--- src/rtl/ntt_agu_pkg.sv ---
// Shared types and helpers for the NTT address generator.
package ntt_agu_pkg;

   typedef enum logic [1:0] {
      ST_IDLE  = 2'd0,
      ST_RUN   = 2'd1,
      ST_SCALE = 2'd2,
      ST_DRAIN = 2'd3
   } agu_state_e;

   localparam logic MODE_FWD = 1'b0;
   localparam logic MODE_INV = 1'b1;

   // Number of butterfly layers for an n-point transform.
   function automatic int unsigned ntt_layers(input int unsigned n);
      return $clog2(n);
   endfunction

endpackage

--- src/rtl/ntt_agu_dly.sv ---
// Fixed-latency write-back delay line: DEPTH stages of {valid, a, b}.
module ntt_agu_dly #(
   parameter int unsigned DEPTH = 4,
   parameter int unsigned AW    = 8
) (
   input  logic          clk_i,
   input  logic          rst_ni,
   input  logic          in_valid_i,
   input  logic [AW-1:0] in_a_i,
   input  logic [AW-1:0] in_b_i,
   output logic          out_valid_o,
   output logic [AW-1:0] out_a_o,
   output logic [AW-1:0] out_b_o
);

   logic [DEPTH-1:0]         vld_q, vld_d;
   logic [DEPTH-1:0][AW-1:0] a_q, a_d;
   logic [DEPTH-1:0][AW-1:0] b_q, b_d;

   // Shift every cycle; stage 0 takes the new entry.
   always_comb begin
      vld_d[0] = in_valid_i;
      a_d[0]   = in_a_i;
      b_d[0]   = in_b_i;
      for (int unsigned i = 1; i < DEPTH; i++) begin
         vld_d[i] = vld_q[i-1];
         a_d[i]   = a_q[i-1];
         b_d[i]   = b_q[i-1];
      end
   end

   // Stage registers.
   always_ff @(posedge clk_i or negedge rst_ni) begin
      if (!rst_ni) begin
         vld_q <= '0;
         a_q   <= '0;
         b_q   <= '0;
      end else begin
         vld_q <= vld_d;
         a_q   <= a_d;
         b_q   <= b_d;
      end
   end

   assign out_valid_o = vld_q[DEPTH-1];
   assign out_a_o     = a_q[DEPTH-1];
   assign out_b_o     = b_q[DEPTH-1];

endmodule

--- src/rtl/ntt_agu_pipe.sv ---
// NTT butterfly address generator with issue handshake and write-back delay line.
module ntt_agu_pipe
   import ntt_agu_pkg::*;
#(
   parameter int unsigned N      = 256,
   parameter int unsigned AW     = $clog2(N),
   parameter int unsigned BF_LAT = 4,
   parameter int unsigned LW     = $clog2($clog2(N) + 1)
) (
   input  logic          clk_i,
   input  logic          rst_ni,
   input  logic          start_i,
   input  logic          inv_i,
   output logic          busy_o,
   output logic          done_o,
   output logic          rd_valid_o,
   input  logic          rd_ready_i,
   output logic [AW-1:0] rd_addr_a_o,
   output logic [AW-1:0] rd_addr_b_o,
   output logic [AW-1:0] zeta_idx_o,
   output logic          zeta_neg_o,
   output logic          scale_o,
   output logic [LW-1:0] layer_o,
   output logic          wr_en_o,
   output logic [AW-1:0] wr_addr_a_o,
   output logic [AW-1:0] wr_addr_b_o
);

   localparam int unsigned XW     = AW + 1;
   localparam int unsigned CW     = $clog2(BF_LAT + 1);
   localparam int unsigned LAYERS = ntt_layers(N);
   localparam logic [XW-1:0] N_X    = XW'(N);
   localparam logic [XW-1:0] HALF_X = XW'(N / 2);
   localparam logic [XW-1:0] ONE_X  = XW'(1);

   agu_state_e    state_q, state_d;
   logic          inv_q, inv_d;
   logic [XW-1:0] len_q, len_d;
   logic [XW-1:0] start_q, start_d;
   logic [XW-1:0] j_q, j_d;
   logic [AW-1:0] b_q, b_d;
   logic [AW-1:0] zeta_q, zeta_d;
   logic [LW-1:0] layer_q, layer_d;
   logic          valid_q, valid_d;
   logic          neg_q, neg_d;
   logic          scale_q, scale_d;
   logic          busy_q, busy_d;
   logic          done_q, done_d;
   logic [CW-1:0] cnt_q, cnt_d;

   logic          accept;
   logic          last_layer;
   logic          go_drain;
   logic [XW-1:0] j_inc;
   logic [XW-1:0] grp_end;
   logic [XW-1:0] nxt_start;
   logic [AW-1:0] zeta_step;

   assign accept     = valid_q & rd_ready_i;
   assign j_inc      = j_q + ONE_X;
   assign grp_end    = start_q + len_q;
   assign nxt_start  = start_q + (len_q << 1);
   assign zeta_step  = (inv_q == MODE_INV) ? (zeta_q - AW'(1)) : (zeta_q + AW'(1));
   assign last_layer = (inv_q == MODE_FWD) ? (len_q == ONE_X) : (len_q == HALF_X);

   // Schedule sequencing: next-state and next-output computation.
   always_comb begin
      state_d  = state_q;
      inv_d    = inv_q;
      len_d    = len_q;
      start_d  = start_q;
      j_d      = j_q;
      zeta_d   = zeta_q;
      layer_d  = layer_q;
      valid_d  = valid_q;
      neg_d    = neg_q;
      scale_d  = scale_q;
      busy_d   = busy_q;
      done_d   = 1'b0;
      cnt_d    = cnt_q;
      go_drain = 1'b0;

      unique case (state_q)
         ST_IDLE: begin
            if (start_i) begin
               state_d = ST_RUN;
               inv_d   = inv_i;
               len_d   = inv_i ? ONE_X : HALF_X;
               start_d = '0;
               j_d     = '0;
               zeta_d  = inv_i ? AW'(N - 1) : AW'(1);
               layer_d = '0;
               valid_d = 1'b1;
               neg_d   = inv_i;
               scale_d = 1'b0;
               busy_d  = 1'b1;
            end
         end
         ST_RUN: begin
            if (accept) begin
               if (j_inc < grp_end) begin
                  j_d = j_inc;
               end else if (nxt_start < N_X) begin
                  start_d = nxt_start;
                  j_d     = nxt_start;
                  zeta_d  = zeta_step;
               end else if (!last_layer) begin
                  len_d   = (inv_q == MODE_INV) ? (len_q << 1) : (len_q >> 1);
                  start_d = '0;
                  j_d     = '0;
                  zeta_d  = zeta_step;
                  layer_d = layer_q + LW'(1);
               end else if (inv_q == MODE_INV) begin
                  state_d = ST_SCALE;
                  len_d   = HALF_X;
                  start_d = '0;
                  j_d     = '0;
                  zeta_d  = '0;
                  neg_d   = 1'b0;
                  scale_d = 1'b1;
                  layer_d = LW'(LAYERS);
               end else begin
                  go_drain = 1'b1;
               end
            end
         end
         ST_SCALE: begin
            if (accept) begin
               if (j_inc < HALF_X) begin
                  j_d = j_inc;
               end else begin
                  go_drain = 1'b1;
               end
            end
         end
         ST_DRAIN: begin
            // Counter tracks when the final accepted pair exits the delay line.
            done_d = (cnt_q == CW'(1));
            if (cnt_q == '0) begin
               state_d = ST_IDLE;
               busy_d  = 1'b0;
            end else begin
               cnt_d = cnt_q - CW'(1);
            end
         end
         default: state_d = ST_IDLE;
      endcase

      // Final pair accepted: park the read side and wait for write-back.
      if (go_drain) begin
         state_d = ST_DRAIN;
         valid_d = 1'b0;
         len_d   = '0;
         start_d = '0;
         j_d     = '0;
         zeta_d  = '0;
         layer_d = '0;
         neg_d   = 1'b0;
         scale_d = 1'b0;
         cnt_d   = CW'(BF_LAT - 1);
         done_d  = (BF_LAT == 1);
      end

      b_d = AW'(j_d + len_d);
   end

   // State and output registers.
   always_ff @(posedge clk_i or negedge rst_ni) begin
      if (!rst_ni) begin
         state_q <= ST_IDLE;
         inv_q   <= 1'b0;
         len_q   <= '0;
         start_q <= '0;
         j_q     <= '0;
         b_q     <= '0;
         zeta_q  <= '0;
         layer_q <= '0;
         valid_q <= 1'b0;
         neg_q   <= 1'b0;
         scale_q <= 1'b0;
         busy_q  <= 1'b0;
         done_q  <= 1'b0;
         cnt_q   <= '0;
      end else begin
         state_q <= state_d;
         inv_q   <= inv_d;
         len_q   <= len_d;
         start_q <= start_d;
         j_q     <= j_d;
         b_q     <= b_d;
         zeta_q  <= zeta_d;
         layer_q <= layer_d;
         valid_q <= valid_d;
         neg_q   <= neg_d;
         scale_q <= scale_d;
         busy_q  <= busy_d;
         done_q  <= done_d;
         cnt_q   <= cnt_d;
      end
   end

   assign busy_o      = busy_q;
   assign done_o      = done_q;
   assign rd_valid_o  = valid_q;
   assign rd_addr_a_o = j_q[AW-1:0];
   assign rd_addr_b_o = b_q;
   assign zeta_idx_o  = zeta_q;
   assign zeta_neg_o  = neg_q;
   assign scale_o     = scale_q;
   assign layer_o     = layer_q;

   ntt_agu_dly #(
      .DEPTH (BF_LAT),
      .AW    (AW)
   ) u_dly (
      .clk_i       (clk_i),
      .rst_ni      (rst_ni),
      .in_valid_i  (accept),
      .in_a_i      (accept ? j_q[AW-1:0] : '0),
      .in_b_i      (accept ? b_q : '0),
      .out_valid_o (wr_en_o),
      .out_a_o     (wr_addr_a_o),
      .out_b_o     (wr_addr_b_o)
   );

endmodule

--- config.mk ---
export PLATFORM = sky130hd
export DESIGN_NAME = ntt_agu_pipe
export DESIGN_NICKNAME = d
export VERILOG_FILES = /design/src/rtl/ntt_agu_pkg.sv /design/src/rtl/ntt_agu_dly.sv /design/src/rtl/ntt_agu_pipe.sv
export SDC_FILE = /design/constraint.sdc
export NUM_CORES = 1
export LEC_CHECK = 0
export ABC_CLOCK_PERIOD_IN_PS = 13600
export BUFFER_PORTS_ARGS = -buffer_cell sky130_fd_sc_hd__buf_2
export CORE_ASPECT_RATIO = 1.25
export CORE_UTILIZATION = 36
export DETAILED_ROUTE_END_ITERATION = 6
export GPL_ROUTABILITY_DRIVEN = 0
export PLACE_DENSITY = 0.56
export SETUP_SLACK_MARGIN = 0.02
export SLEW_MARGIN = 30
export SYNTH_ARGS = -nofsm -noshare
export SYNTH_HDL_FRONTEND = slang
export SYNTH_HIERARCHICAL = 1
export SYNTH_SLANG_ARGS = --single-unit
--- constraint.sdc ---
create_clock -name clk_i -period 13.6 [get_ports clk_i]
set_clock_uncertainty 0.1 [all_clocks]
set_input_delay 1.36 -clock clk_i [delete_from_list [all_inputs] [get_ports clk_i]]
set_output_delay 1.36 -clock clk_i [all_outputs]
set_load 0.005 [all_outputs]
==> impl_results.md <==
- Status: finished clean
- Largest net degree at the start of global routing: 89
- Residual DRC count: 0
- Clock Path Buffers: 2
- CTS resizes: 0
- Max_slew headroom: 38.0%
- Routed Wire Length: 15.9 mm
- Reg power frac: 28.9%
- Total die area: 18,400 sq um
- CTS tree: yes
- Number of global-route vias before repair: 5,053
- CP top delay family: compound AO/OA/AOI/OAI gates
- ANT cells: 0
- CP max-delay cell: dfrtp_1
- Unique masters post-synth: 73
- Later-pin clock latency in the skew report: 420 ps
- Max IR drop VDD: 0.107 mV
- Max Cap Viol: 0
- PortBufs: 54
- Switching Fraction: 42.8%
- DRT Pass-1 Iters: 5
- Sequential fraction of the synthesis area: 48.4%
- Net Sw Power: 781 uW
- Post-DR vias/cell: 5.45
- Setup Fix Bufs, Post-CTS: 0
- Share of cells above drive strength 1: 16.3%
- Crit share post-route: 45.3%
- Worst Path Required: 13,790 ps
- Synthesized instance count: 627
- Post-synthesis async set-or-reset flop share: 100%
- Post-Synthesis Net Count: 682
- Period minus WS final: 6160 ps
- Combinational power share: 46.2%
- Cts hold-fix bufs: 0
- Critical path's largest stage delay: 440 ps
- HPWL after DPL: 11.5 mm
- Iter 0 DRT Violations: 316
- Worst slew pin tran: 929 ps
- Routed length per placed instance: 17.4 microns
- Hold Fails Final Rpt: 0
- P per Cell Area: 245 nW/um^2
- Critical Path Sink Type: register
- First-pass GRT wire length: 25.9 mm
- Post-route cell area: 7430 sq um
- CP bufs+invs: 1
- Post-synth EDFFs: 0
- Syn Area/Cell: 10.2 sq um
- Slew Viols, Final: 0
- Main synth FF type: dfrtp_1
- I/O pin count: 55
- Clock Sinks: 124
- Worst min path class: reg -> reg
- Final setup vio count: 0
- Cell area after synthesis: 6410 sq um
- RSZ-0062 raised after global routing: false
- Antenna violations before repair: 0
- Crit Path Category: reg -> reg
- Global Route Usage Sum: 18.5%
- CP Launch Type: register
- DP Area: 6830 sq um
- Cell Int Power: 1040 uW
- Root Driver: clkbuf_16
- Fill count: 1,691
- Layout area overhead: 15.8%
- P_leak: 0.00369 uW
- CP Data Arrival Time: 6340 ps
- H-tree depth reported by CTS: 4
- Total gr overflow: 0
- Via count: 4,969
- Fin nets: 730
- Core area: 17,400 sq um
- Setup TNS: 0 ps
- Total CTS buffers: 17
- Die height: 151 microns
- Routed Antenna Nets: 0
- Synthesis-stage register bit count: 124
- Initial core utilization: 36.8%
- Clk slew on worst S/H paths: 70 ps
- Chip width: 121 microns
- Crit path max fanout: 14
- Clock share of power: 24.9%
- F_max: 162 MHz
- Yosys Warn Count: 6
- Num rows: 54
==> cells in the final DEF, fill, tap and decap left out, types with 5 or more instances in the layout <==
cell type,n
inv_8,5
xnor2_1,20
buf_2,53
nand3_1,25
o21ai_0,21
nor3_1,18
mux2i_1,7
nand4_1,9
o21ai_1,7
xor2_1,5
and3_1,21
a21o_1,11
ha_1,47
a31oi_1,7
inv_1,34
or3_1,6
nand2_1,44
clkbuf_16,17
o21bai_1,5
a21oi_1,42
nor2_1,49
o211ai_1,8
a211oi_1,5
dfrtp_1,124
or2_2,6
o21a_1,9
==> worst register-to-register path, stage by stage (launching register included) <==
cell	delay (ps)
dfrtp_1	440
ha_1	350
a21oi_1	230
nor2b_1	100
o21a_1	200
o21a_1	190
o21a_1	200
o21a_1	180
or2_2	290
ha_1	300
nand4_1	110
a211oi_1	270
or3_1	440
nand4_1	260
nand2_1	380
nor3_1	150
a32oi_1	340
inv_2	80
ha_1	310
a21o_1	180
a21oi_1	230
o21bai_1	100
a21oi_1	230
o21bai_1	90
a21oi_1	180
xnor2_1	90
==> area by class of cell <==
| type | instances | area, sq um | share of cell area, % |
|---|---|---|---|
| clock buffers | 17 | 425 | 5.73 |
| multi-input cells | 438 | 3010 | 40.5 |
| well taps | 224 | 280 | 3.77 |
| repair buffers | 58 | 307 | 4.13 |
| inverters | 36 | 135 | 1.82 |
| flip-flops and latches | 124 | 3100 | 41.8 |
| clock inverters | 15 | 171 | 2.31 |
==> through the flow <==
stage,cells,utilization (%),total power (uW),setup slack (ps),hold WS [ps]
after floorplan,627,-,1140,8370,231
after global placement,880,39.1,1340,7850,231
after detailed placement,880,39.2,1360,7550,235
after CTS,912,42.6,1830,7540,240
after global routing,912,42.6,1950,7050,248
final,912,42.6,1820,7440,238
==> synth_stat cells (all sizes together), types with 3 or more instances <==
cell type	instances	area share [%]
a211oi	5	0.59
a21o	11	1.3
a21oi	45	3.7
a22o	4	0.68
a31oi	7	0.68
a32o	3	0.47
and2	3	0.33
and3	21	2.0
buf	18	2.1
clkbuf	11	0.66
dfrtp	124	48
fa	3	0.94
ha	47	9.2
inv	35	2.0
mux2	5	0.94
mux2i	7	1.1
nand2	44	2.6
nand3	25	2.0
nand4	9	0.88
nor2	49	2.9
nor2b	3	0.29
nor3	18	1.4
nor4	4	0.39
o211ai	8	0.94
o21a	9	1.1
o21ai	28	2.2
o21bai	5	0.59
o22ai	4	0.39
or2	7	0.68
or3	6	0.59
xnor2	20	2.7
xor2	5	0.68
==> state kept, by name, summed over array words and instances, names as in the netlist <==
register and cells:
busy_o 1, scale_o 1, layer_o 4, start_q 7, u_dly/vld_q 4, state_q 2, u_dly/out_a_o 8, inv_q 1
len_q 9, u_dly/out_b_o 8, u_dly/a_d 24, rd_valid_o 1, done_o 1, u_dly/b_d 24, cnt_q 3, j_q 9
rd_addr_b_o 8, zeta_idx_o 8, zeta_neg_o 1
==> power groups by stage <==
stage / registers [uW] / clock network (uW) / logic [uW]
final: 526 / 454 / 842
after global routing: 537 / 482 / 935
after CTS: 526 / 467 / 833
after detailed placement: 532 / 0 / 826
after global placement: 528 / 0 / 814
after floorplan: 504 / 0 / 632
==> routing by layer <==
metal | up-vias | global-route usage (%) | routed length [microns] | part of all wire, %
met5 | - | 0 | 0 | 0
met3 | 40 | 3.95 | 723 | 4.6
met2 | 160 | 30.8 | 7850 | 49
met1 | 2439 | 21.9 | 6710 | 42
met4 | 0 | 10.7 | 586 | 3.7
li1 | 2330 | - | - | -
==> worst paths after layout <==
kind | cells past startpoint | to | startpoint | slack [ps]
setup / recovery | 25 | rd_addr_b_o[7] | len_q[2] | 7440
hold / removal | 0 | u_dly/b_d[16] | u_dly/b_d[8] | 240
setup reg to reg | 25 | rd_addr_b_o[7] | len_q[2] | 7440
hold reg to reg | 0 | u_dly/b_d[16] | u_dly/b_d[8] | 240
max in group asynchronous | 2 | u_dly/b_d[9] | rst_ni | 11480
min in group asynchronous | 1 | done_o | rst_ni | 800
==> logic make-up after synthesis <==
logic type                 share of synthesized area [%]
muxes                                               2.03
buffers and inverters                               4.84
DFF                                                 48.4
AOI/OAI and AO/OA                                   16.5
xor gates and xnor gates                            3.41
adders and majority gates                           10.1
and+or+nand+nor                                     14.7
Power figures use the tool's default switching activity.
